File: config.mk
export PLATFORM = sky130hd
export DESIGN_NAME = moonbase_bus_loader
export DESIGN_NICKNAME = d
export VERILOG_FILES = /design/src/rtl/moonbase_pkg.sv /design/src/rtl/moonbase_nibble_ram.sv /design/src/rtl/moonbase_bus_loader.sv
export SDC_FILE = /design/constraint.sdc
export NUM_CORES = 1
export LEC_CHECK = 0
export CAP_MARGIN = 20
export CORE_MARGIN = 2
export CORE_UTILIZATION = 35
export CTS_BUF_LIST = sky130_fd_sc_hd__clkbuf_8
export DETAILED_ROUTE_END_ITERATION = 12
export PLACE_DENSITY_LB_ADDON = 0.2
export SYNTH_ARGS = -nofsm -noshare
export SYNTH_HDL_FRONTEND = slang
export SYNTH_HIERARCHICAL = 1
export SYNTH_SLANG_ARGS = --single-unit
export TNS_END_PERCENT = 100
File: constraint.sdc
create_clock -name clk -period 3.1 [get_ports clk]
set_input_delay 0.93 -clock clk [delete_from_list [all_inputs] [get_ports clk]]
set_output_delay 0.93 -clock clk [all_outputs]
set_load 0.1 [all_outputs]
File: src/rtl/moonbase_pkg.sv
// moonbase_pkg: definitions shared by the moonbase bus loader.
//   state_t            - loader control states
//   CODE_WORDS_DEF     - default number of code nibbles per load
//   RELEASE_CYCLES_DEF - default number of cycles cpu_reset is held after a load
//   code_addr()        - maps a 7-bit offset into the code half of the nibble array
package moonbase_pkg;

  typedef enum logic [1:0] {
    ST_IDLE,
    ST_LOAD,
    ST_RELEASE,
    ST_RUN
  } state_t;

  localparam int unsigned CODE_WORDS_DEF     = 128;
  localparam int unsigned RELEASE_CYCLES_DEF = 2;

  // Code space is the upper half of the 256-entry array.
  function automatic logic [7:0] code_addr(input logic [6:0] offs);
    return {1'b1, offs};
  endfunction

endpackage

File: src/rtl/moonbase_nibble_ram.sv
// moonbase_nibble_ram: 256 x 4 storage, one synchronous write port and one
// combinational read port. Contents are not reset.
//   clk    - write clock
//   we     - write enable
//   waddr  - write address
//   wdata  - write nibble
//   raddr  - read address
//   rdata  - read nibble (combinational)
module moonbase_nibble_ram (
  input  logic       clk,
  input  logic       we,
  input  logic [7:0] waddr,
  input  logic [3:0] wdata,
  input  logic [7:0] raddr,
  output logic [3:0] rdata
);

  logic [3:0] r_mem [256];

  always_ff @(posedge clk) begin
    if (we) begin
      r_mem[waddr] <= wdata;
    end
  end

  assign rdata = r_mem[raddr];

endmodule

File: src/rtl/moonbase_bus_loader.sv
// moonbase_bus_loader: program loader and bus bridge for a small nibble CPU.
// A host streams code nibbles into the code half of a 256x4 array while the
// CPU is held in reset; the CPU is then released and uses cpu_bus to access
// the array and to issue device writes.
//   clk        - clock
//   reset      - asynchronous active-high reset
//   cpu_bus    - [7]=address strobe; strobe: [6:0]=address;
//                else {code_sel, ram_we_n, dev_we_n, data[3:0]}
//   load_start - start/restart a program load
//   run_start  - release the CPU without loading (from IDLE only)
//   load_valid, load_data, load_last, load_ready - load nibble handshake
//   cpu_reset  - CPU reset, low only in RUN
//   ram_data   - combinational read data to the CPU
//   dev_addr, dev_wdata, dev_we - device write port
//   busy       - loading or releasing
module moonbase_bus_loader
  import moonbase_pkg::*;
#(
  parameter int unsigned CODE_WORDS     = CODE_WORDS_DEF,
  parameter int unsigned RELEASE_CYCLES = RELEASE_CYCLES_DEF
) (
  input  logic       clk,
  input  logic       reset,
  input  logic [7:0] cpu_bus,
  input  logic       load_start,
  input  logic       run_start,
  input  logic       load_valid,
  input  logic [3:0] load_data,
  input  logic       load_last,
  output logic       load_ready,
  output logic       cpu_reset,
  output logic [3:0] ram_data,
  output logic [6:0] dev_addr,
  output logic [3:0] dev_wdata,
  output logic       dev_we,
  output logic       busy
);

  localparam logic [7:0] CNT_LAST = 8'(CODE_WORDS - 1);
  localparam logic [7:0] REL_LAST = (RELEASE_CYCLES > 0) ? 8'(RELEASE_CYCLES - 1) : 8'd0;

  state_t     r_state;
  logic [7:0] r_cnt;
  logic [7:0] r_rel;
  logic [6:0] r_latch;
  logic       r_cpu_reset;
  logic       r_load_ready;
  logic       r_busy;

  logic       w_run;
  logic       w_cpu_ram_we;
  logic       w_load_xfer;
  logic       w_ram_we;
  logic [7:0] w_ram_waddr;
  logic [3:0] w_ram_wdata;
  logic [7:0] w_ram_raddr;
  logic [3:0] w_ram_rdata;

  assign w_run        = (r_state == ST_RUN);
  assign w_cpu_ram_we = w_run & ~cpu_bus[7] & ~cpu_bus[5];
  // A restart pulse takes priority over a nibble offered in the same cycle.
  assign w_load_xfer  = r_load_ready & load_valid & ~load_start;

  // CPU writes only happen in RUN and loader writes only in LOAD, so the two
  // sources never collide; the loader side of the mux is chosen explicitly.
  assign w_ram_we     = w_cpu_ram_we | w_load_xfer;
  assign w_ram_waddr  = w_load_xfer ? code_addr(r_cnt[6:0]) : {cpu_bus[6], r_latch};
  assign w_ram_wdata  = w_load_xfer ? load_data : cpu_bus[3:0];
  assign w_ram_raddr  = {cpu_bus[6], r_latch};

  moonbase_nibble_ram u_ram (
    .clk   (clk),
    .we    (w_ram_we),
    .waddr (w_ram_waddr),
    .wdata (w_ram_wdata),
    .raddr (w_ram_raddr),
    .rdata (w_ram_rdata)
  );

  assign ram_data   = cpu_bus[7] ? '0 : w_ram_rdata;
  assign dev_we     = w_run & ~cpu_bus[7] & ~cpu_bus[4];
  assign dev_addr   = r_latch;
  assign dev_wdata  = cpu_bus[3:0];
  assign cpu_reset  = r_cpu_reset;
  assign load_ready = r_load_ready;
  assign busy       = r_busy;

  always_ff @(posedge clk or posedge reset) begin
    if (reset) begin
      r_state      <= ST_IDLE;
      r_cnt        <= '0;
      r_rel        <= '0;
      r_latch      <= '0;
      r_cpu_reset  <= 1'b1;
      r_load_ready <= 1'b0;
      r_busy       <= 1'b0;
    end else begin
      if (cpu_bus[7]) begin
        r_latch <= cpu_bus[6:0];
      end

      // load_start is honoured from every state, so it is handled ahead of
      // the per-state transitions.
      if (load_start) begin
        r_state      <= ST_LOAD;
        r_cnt        <= '0;
        r_rel        <= '0;
        r_cpu_reset  <= 1'b1;
        r_load_ready <= 1'b1;
        r_busy       <= 1'b1;
      end else begin
        case (r_state)
          ST_IDLE: begin
            if (run_start) begin
              r_state      <= ST_RELEASE;
              r_rel        <= '0;
              r_cpu_reset  <= 1'b1;
              r_load_ready <= 1'b0;
              r_busy       <= 1'b1;
            end
          end
          ST_LOAD: begin
            if (load_valid) begin
              r_cnt <= r_cnt + 8'd1;
              if (load_last || (r_cnt == CNT_LAST)) begin
                r_state      <= ST_RELEASE;
                r_rel        <= '0;
                r_load_ready <= 1'b0;
              end
            end
          end
          ST_RELEASE: begin
            if (r_rel == REL_LAST) begin
              r_state     <= ST_RUN;
              r_cpu_reset <= 1'b0;
              r_busy      <= 1'b0;
            end else begin
              r_rel <= r_rel + 8'd1;
            end
          end
          ST_RUN: begin
          end
          default: begin
            r_state <= ST_IDLE;
          end
        endcase
      end
    end
  end

endmodule

Yosys cells after proc, flatten, opt, wreduce, memory -nomap -nowiden

Memory sizes are Yosys's and may differ from the RTL's.
Index checks and enable logic that the tools add are counted.

Word-level logic and storage cells: 71
Input bits: 18
Register bits after elaboration: 28
Memories: 1
RAM bits: 1024

Reductions and logical operators: 12
Bitwise operators: 10
$add $sub $neg: 2
Multiplexer cells: 29
Eq/ne operators: 10

Memories:

| memory      | depth | width | read ports | clocked after Yosys merged registers in | write ports | RTL line                  | text |
|---|---|---|---|---|---|---|---|
| u_ram.r_mem | 256   | 4     | 1          | 0                                       | 1           | moonbase_nibble_ram.sv:18 | `logic [3:0] r_mem [256];` |

Operators by type and width:

| cell                                                                   | number |
|---|---|
| 8-bit 2-to-1 mux                                                       | 9 |
| 8-bit one-hot mux with 3 select lines                                  | 1 |
| 8-bit by 1-bit adder with 8-bit output (second input constant)         | 2 |
| 3-bit inequality test (second input constant)                          | 5 |
| 2-bit 2-to-1 mux                                                       | 5 |
| 5-bit AND reduction                                                    | 2 |
| 1-bit 2-to-1 mux                                                       | 9 |
| 8-bit by 1-bit equality test with 1-bit output (second input constant) | 1 |
| 8-bit by 7-bit equality test with 1-bit output (second input constant) | 1 |
| 4-bit 2-to-1 mux                                                       | 2 |
| 2-bit one-hot mux with 3 select lines                                  | 1 |
| 3-bit nonzero test                                                     | 2 |
| 1-bit AND                                                              | 5 |
| 2-bit equality test (second input constant)                            | 2 |
| 1-bit NOT                                                              | 4 |
| 1-bit one-hot mux with 2 select lines                                  | 2 |
| 4-bit AND reduction                                                    | 1 |
| 2-bit nonzero test                                                     | 2 |
| 4-bit nonzero test                                                     | 1 |
| 3-bit AND reduction                                                    | 1 |
| 2-bit by 1-bit equality test with 1-bit output (second input constant) | 1 |
| 2-bit zero test                                                        | 1 |
| 2-bit AND reduction                                                    | 1 |
| 1-bit logical OR                                                       | 1 |
| 1-bit bitwise OR                                                       | 1 |

Depth between registers and ports, before layout

Gate-level depths: netlist of the first run.

Word-level depth: 6
Depth in mapped cells: 12
Gate-level depth less buffers: 7

Modules after synthesis

Netlist of the first run, hierarchy kept.

Modules (own cells, without submodules):

| module              | area an instance (µm²) | times used | seq. area each (µm²) | cells each |
|---|---|---|---|---|
| moonbase_nibble_ram | 40595.2                | 1          | 30749.5              | 2047 |
| moonbase_bus_loader | 1694.1                 | 1          | 701.9                | 167 |

Least setup slack after synthesis of the first run

Ideal clock, no wire load.

Path kind: reg2out
From: register r_latch[0], in the netlist dev_addr[0]
To: output port ram_data[0]
Stages on the path, launching flop included: 13
Data arrival time: 4023 ps
Setup slack: -1853 ps
Buffers on the path: 5
Cell sequence: dfrtp_1 buf_6 buf_6 buf_6 buf_6 buf_4 mux2i_1 a221oi_1 a22oi_1 o211ai_1 o211ai_1 o211ai_1 nor2b_1

Cells in the longest elaborated chain, start to end: 2

RTL lines:

| item                     | RTL line                  | text |
|---|---|---|
| start: declaration       | moonbase_bus_loader.sv:45 | `logic [6:0] r_latch;` |
| start signal: assignment | moonbase_bus_loader.sv:99 | `r_latch <= cpu_bus[6:0];` |
| memory 256 x 4 bit       | -                         |  |
| net w_ram_rdata[0]       | moonbase_bus_loader.sv:57 | `logic [3:0] w_ram_rdata;` |
| 4-bit 2-to-1 mux         | moonbase_bus_loader.sv:80 | `assign ram_data = cpu_bus[7] ? '0 : w_ram_rdata;` |
| end: declaration         | moonbase_bus_loader.sv:32 | `output logic [3:0] ram_data,` |

The timed path passes the listed nets, and every way through them passes these cells.

Final worst setup path of the first run

From: register r_latch[0], in the netlist dev_addr[0]
To: output port ram_data[2]

Same word-level chain as after synthesis.

==> results of run 1 <==
-- critical path, delay by kind of cell (launching register included) --
kind / cells / cell delay [ns]
buffers and inverters: 4 / 0.66
muxes: 2 / 1.02
and+or+nand+nor: 3 / 0.64
DFF: 1 / 0.58
AOI/OAI and AO/OA: 1 / 0.08
-- flip-flops by register name, summed over array words and instances (netlist names) --
register     flops
dev_addr         7
u_ram/r_mem   1024
r_cnt            8
cpu_reset        1
load_ready       1
r_rel            8
r_state          2
busy             1
-- cells in the mapped netlist (15+ instances only) --
master / n / area share (%)
a21oi_1: 18 / 0.21
a22oi_1: 32 / 0.57
buf_2: 21 / 0.25
buf_4: 15 / 0.27
buf_6: 19 / 0.51
clkbuf_1: 71 / 0.63
dfrtp_1: 27 / 1.6
edfxtp_1: 1024 / 73
mux2_2: 25 / 0.67
mux2i_1: 65 / 1.5
mux4_2: 250 / 13
nand2_1: 64 / 0.57
nand2b_1: 16 / 0.24
nand3_1: 49 / 0.58
nand4_1: 16 / 0.24
nor2_1: 291 / 2.6
nor2b_1: 33 / 0.49
o211ai_1: 17 / 0.30
o21ai_0: 19 / 0.22
-- layout make-up --
type	count	area, sq um	area share (%)
flip-flops and latches	1052	31500	59.7
multi-input cells	1017	10800	20.4
diodes	1	2.50	0.00475
clock inverters	141	931	1.77
repair buffers	494	5090	9.65
inverters	9	36.3	0.0688
clock buffers	177	2440	4.62
well taps	1612	2020	3.83
-- stage by stage --
| stage | area (sq um) | util (%) | power, uW | setup WS, ns | TNS [ns] |
|---|---|---|---|---|---|
| after global routing | 52700 | 44.0 | 33800 | -1.76 | -6.97 |
| after CTS | 52600 | 43.9 | 32900 | -1.70 | -6.70 |
| after global placement | 48700 | 40.6 | 20700 | -1.14 | -364.04 |
| final | 52700 | 44.0 | 32500 | -1.66 | -6.38 |
| after detailed placement | 48700 | 40.6 | 20700 | -1.15 | -366.88 |
| after floorplan | 42900 | - | 18800 | -0.603 | -12.25 |
-- per-layer routing --
metal | wire, um | track usage, % | vias up
met2 | 56200 | 30.9 | 714
met3 | 7570 | 4.73 | 206
li1 | - | - | 10100
met1 | 46800 | 23.7 | 12100
met4 | 3520 | 7.04 | 0
met5 | 0 | 0 | -
-- cells by family (layout without fill, tap and decap cells) --
| family | count (synthesis) | in the layout | synth area share (%) |
|---|---|---|---|
| mux | 340 | 340 | 15.5 |
| flops | 1052 | 1052 | 74.4 |
| other cells | 0 | 1 | 0 |
| fa+ha+maj | 7 | 7 | 0.207 |
| simple gates | 510 | 510 | 5.34 |
| compound gates | 154 | 154 | 2.62 |
| buf+inv | 145 | 821 | 1.82 |
| xor+xnor | 6 | 6 | 0.124 |
-- where the power goes --
group,internal (uW),switching (uW)
Combinational,1930,2670
Sequential,16000,69.0
Clock,6210,5660
-- final timing paths --
| kind | cells past startpoint | endpoint |
|---|---|---|
| max | 10 | ram_data[2] |
| min | 3 | r_rel[4] |
| max reg2reg | 8 | u_ram/r_mem[232][2] |
| min reg2reg | 1 | busy |
| max in group asynchronous | 3 | cpu_reset |
| min in group clk | 1 | busy |
-- repair_timing --
item,in CTS,in global routing
gates cloned,6,1
setup endpoints to repair,4,4
buffers inserted,13,2
pin swaps,8,4
resized for setup,76,8
==> results.sh, run 1 <==
export IMPL_status="finished with violations"
export IMPL_violations="negative setup slack"
export IMPL_dr_pass1_iters=5
export IMPL_wire_per_inst_um=25.3
export IMPL_critPathMaxStageDelay_ns=0.58
export IMPL_gp_congestion=0.839
export IMPL_reg2reg_from="dev_addr[0]"
export IMPL_fin_crit_sh_pct=153
export IMPL_cts_tree="yes"
export IMPL_cts_hold_buffers=0
export IMPL_worstMarginPinSlew_ns=0.770
export IMPL_ys_ff_latch=1052
export IMPL_p_leak_uw=0.0175
export IMPL_grt_max_degree=67
export IMPL_area_growth_pct=24.7
export IMPL_layout_commonest_cell="edfxtp_1"
export IMPL_antenna_left=0
export IMPL_vias=23100
export IMPL_chipWidth_um=352
export IMPL_hold_worst_slack_ns=0.469
export IMPL_globalRouteTotalUtil_pct=18.7
export IMPL_synth_edf_count=1024
export IMPL_ctsLongestPathBuffers=3
export IMPL_synthArstFlopShare_pct=2.66
export IMPL_dp_cells=4162
export IMPL_nNetsFinal=2774
export IMPL_ys_types=58
export IMPL_drcViolationCount=0
export IMPL_rows=127
export IMPL_ys_warn_count=6
export IMPL_core_sq_um=120000
export IMPL_mappedNetlistNets=2239
export IMPL_n_fill_cell=10400
export IMPL_critical_path_required_ns=2.17
export IMPL_max_cap_violations=0
export IMPL_numClockSinks=1052
export IMPL_viasPerCell=5.13
export IMPL_reg2reg_setup_slack_ns=0.22
export IMPL_arrival_ns=3.83
export IMPL_max_slew_margin_pct=48.3
export IMPL_port_buffers=36
export IMPL_critPathCaptureType="output pin"
export IMPL_crit_fanout=8
export IMPL_syn_area_sq_um=42300
export IMPL_crit_start="dev_addr[0]"
export IMPL_hpwl_um=73900
export IMPL_drive_gt1_share_pct=39.4
export IMPL_ys_seq_area_share_pct=74.4
export IMPL_hold_class="in2async"
export IMPL_grt_pass1_wl_um=166000
export IMPL_rsz0062_at_grt="yes"
export IMPL_cts_clk_slew_worst_paths_ns=0.07
export IMPL_antenna_found_initial=2
export IMPL_syn_avg_cell_area_sq_um=19.1
export IMPL_grt_pass1_vias=24500
export IMPL_finalCriticalPeriod_ns=4.76
export IMPL_max_freq_mhz=210
export IMPL_clkLatencyLatePin_ns=0.86
export IMPL_wl_um=114000
export IMPL_setup_slack_ns=-1.66
export IMPL_finClkSkew_ns=0.0630
export IMPL_finalHoldViolations=0
export IMPL_die_area_sq_um=124000
export IMPL_slew_violations=0
export IMPL_gr_total_overflow=0
export IMPL_final_cell_mix="1024 x edfxtp_1, 371 x buf_4, 250 x mux4_2, 190 x nor2_1, 177 x clkbuf_8"
export IMPL_cp_slowest_cell="dfrtp_4"
export IMPL_ctsRootBufferMaster="clkbuf_8"
export IMPL_powerDensity_nw_per_um2=617
export IMPL_syn_instance_count=2214
export IMPL_ir_worst_vdd_mv=0.392
export IMPL_floorplan_initialDensity_pct=35.2
export IMPL_crit_chain="buf_8 > buf_12 > mux4_2 > mux4_2 > nor3b_4 > nor4_2 > buf_4 > o211ai_1 > nor2b_4 > buf_12"
export IMPL_cts_inserted_buffers=175
export IMPL_finalSetupViolCount=4
export IMPL_die_y_um=352
export IMPL_instances_no_fill=4503
export IMPL_h_tree_depth=4
export IMPL_synthFlopType="edfxtp_1"
export IMPL_start_kind="register"
export IMPL_num_io_pins=37
export IMPL_drt_iter0_drc=2027
export IMPL_criticalPathCategory="reg2out"
(Power assumes the default switching activity.)
==> run 2: changes to the inputs <==
--- a/config.mk
+++ b/config.mk
@@ -11,6 +11,7 @@
 export CTS_BUF_LIST = sky130_fd_sc_hd__clkbuf_8
 export DETAILED_ROUTE_END_ITERATION = 12
 export PLACE_DENSITY_LB_ADDON = 0.2
+export SLEW_MARGIN = 10
 export SYNTH_ARGS = -nofsm -noshare
 export SYNTH_HDL_FRONTEND = slang
 export SYNTH_HIERARCHICAL = 1
==> results of run 2 <==
No change in the layout: final DEF, timing and power equal those of run 1.
==> run 3: changes to the inputs <==
--- a/config.mk
+++ b/config.mk
@@ -7,7 +7,7 @@
 export LEC_CHECK = 0
 export CAP_MARGIN = 20
 export CORE_MARGIN = 2
-export CORE_UTILIZATION = 35
+export CORE_UTILIZATION = 55
 export CTS_BUF_LIST = sky130_fd_sc_hd__clkbuf_8
 export DETAILED_ROUTE_END_ITERATION = 12
 export PLACE_DENSITY_LB_ADDON = 0.2
==> results.sh, run 3 (synthesized netlist as in run 1, its figures left out) <==
export IMPL_timing_rr_end="u_ram/r_mem[24][2]"
export IMPL_numClockSinks=1052
export IMPL_multi_input_area_sq_um=10800
export IMPL_drt_iter0_drc=2479
export IMPL_grt_pass1_vias=24400
export IMPL_clkLatencyLatePin_ns=0.83
export IMPL_cts_clk_slew_worst_paths_ns=0.06
export IMPL_crit_chain="buf_12 > buf_16 > buf_12 > buf_16 > buf_4 > mux4_2 > nand2_2 > a21oi_1 > or3_1 > nand4_1 > o211ai_1 > nor2b_4 > buf_12"
export IMPL_hold_class="in2async"
export IMPL_h_tree_depth=4
export IMPL_fin_util_pct=68.1
export IMPL_rows=101
export IMPL_worstMarginPinSlew_ns=0.672
export IMPL_max_slew_margin_pct=54.9
export IMPL_antenna_left=0
export IMPL_floorplan_initialDensity_pct=55.6
export IMPL_critical_path_required_ns=2.17
export IMPL_cp_slowest_cell="mux4_2"
export IMPL_drcViolationCount=0
export IMPL_critPathBufInv=6
export IMPL_setup_slack_ns=-1.56
export IMPL_chipWidth_um=281
export IMPL_vias=23600
export IMPL_die_y_um=281
export IMPL_cts_hold_buffers=0
export IMPL_fin_crit_sh_pct=150
export IMPL_cts_tree="yes"
export IMPL_globalRouteTotalUtil_pct=27.0
export IMPL_finalSetupViolCount=4
export IMPL_final_cell_mix="1024 x edfxtp_1, 369 x buf_4, 250 x mux4_2, 190 x nor2_1, 169 x clkbuf_8"
export IMPL_gr_total_overflow=0
export IMPL_pre_cts_ws_ns=-0.885
export IMPL_finalHoldViolations=0
export IMPL_wire_per_inst_um=26.7
export IMPL_hpwl_um=68800
export IMPL_fin_tns_setup_ns=-6.20
export IMPL_reg_largest_list="u_ram/r_mem (1024), r_cnt (8), r_rel (8)"
export IMPL_viasPerCell=6.05
export IMPL_core_sq_um=76100
export IMPL_p_leak_uw=0.0173
export IMPL_nNetsFinal=2760
export IMPL_drive_gt1_share_pct=39.2
export IMPL_start_kind="register"
export IMPL_layout_commonest_cell="edfxtp_1"
export IMPL_status="finished with violations"
export IMPL_crit_fanout=8
export IMPL_max_cap_violations=0
export IMPL_criticalPathCategory="reg2out"
export IMPL_power_uw=31500
export IMPL_ctsRootBufferMaster="clkbuf_8"
export IMPL_rsz0062_at_grt="yes"
export IMPL_max_freq_mhz=214
export IMPL_finalCriticalPeriod_ns=4.66
export IMPL_critPathCaptureType="output pin"
export IMPL_grt_pass1_wl_um=154000
export IMPL_gp_congestion=0.907
export IMPL_max_flop_register="u_ram/r_mem"
export IMPL_largest_reg_flops=1024
export IMPL_violations="negative setup slack"
export IMPL_n_fill_cell=4913
export IMPL_area_growth_pct=22.4
export IMPL_critPathMaxStageDelay_ns=0.54
export IMPL_ff2ff_path_depth=8
export IMPL_die_area_sq_um=79100
export IMPL_grt_max_degree=91
export IMPL_reg2reg_setup_slack_ns=0.27
export IMPL_antenna_found_initial=2
export IMPL_wl_um=104000
export IMPL_dr_pass1_iters=5
export IMPL_num_io_pins=37
export IMPL_arrival_ns=3.73
export IMPL_ctsLongestPathBuffers=3
export IMPL_cts_inserted_buffers=164
export IMPL_powerDensity_nw_per_um2=608
export IMPL_port_buffers=36
export IMPL_cpLargestDelayFamily="buffers and inverters"
export IMPL_finClkSkew_ns=0.0365
export IMPL_ir_worst_vdd_mv=0.482
export IMPL_seq_area_sq_um=31500
export IMPL_slew_violations=0
export IMPL_cp_common_cell="buf_12"
export IMPL_reg2reg_from="dev_addr[0]"
## run 3: cell count changes in the layout (fill, tap and decap cells not counted), moves of 3 or more
cell / delta
a211oi_4: +3
nand2_2: +3
inv_1: +4
bufinv_16: -4
clkinv_2: -8
buf_12: +4
buf_6: -3
nand2_1: -3
clkbuf_8: -8
## run 3: final cells by class
cell class	count	share of cell area, %
Antenna cell	1	0.00483
Inverter	9	0.0701
Tap cell	1030	2.49
Clock buffer	169	4.49
Timing Repair Buffer	491	9.79
Clock inverter	135	1.52
Sequential cell	1052	60.8
Multi-Input combinational cell	1017	20.9
## run 3: layer usage
metal / part of all wire [%] / up-vias / wire, um / track usage, %
met5: 0.013 / - / 14 / 0
met4: 3.5 / 2 / 3660 / 11.0
met3: 7.6 / 204 / 7890 / 4.94
met2: 49 / 1126 / 51000 / 43.1
met1: 40 / 12300 / 41700 / 37.3
li1: - / 10000 / - / -
## run 3: stage by stage
stage	instance area (sq um)	std cells	hold slack [ns]
CTS	51500	3892	0.367
detailed placement	47900	3568	0.499
floorplan	42900	2214	0.501
global route	51800	3904	0.425
global placement	47900	3568	0.463
finish	51800	3904	0.416
## run 3: report_power, final
group / total [uW] / internal (uW) / leakage [uW] / switching (uW)
clock: 10900 / 5620 / 0.00177 / 5330
sequential: 16100 / 16000 / 0.00955 / 77.7
combinational: 4500 / 1920 / 0.00600 / 2580
total: 31500 / 23500 / 0.0173 / 7980
## run 3: how the worst max path moves through the flow
stage               slack, ns  cells past startpoint        start          end
finish                  -1.56                     13  dev_addr[0]  ram_data[1]
global route            -1.66                     12  dev_addr[0]  ram_data[2]
CTS                     -1.61                     12  dev_addr[0]  ram_data[3]
detailed placement      -0.88                     12  dev_addr[0]  ram_data[3]
global placement        -0.94                     11  dev_addr[0]  ram_data[2]
floorplan               -0.60                     12  dev_addr[0]  ram_data[0]
## run 3: what timing repair did
item,in CTS,in global routing
setup endpoints to repair,6,4
buffers inserted,16,12
gates resized for setup,55,28
gates cloned,5,2
pin swaps,14,16
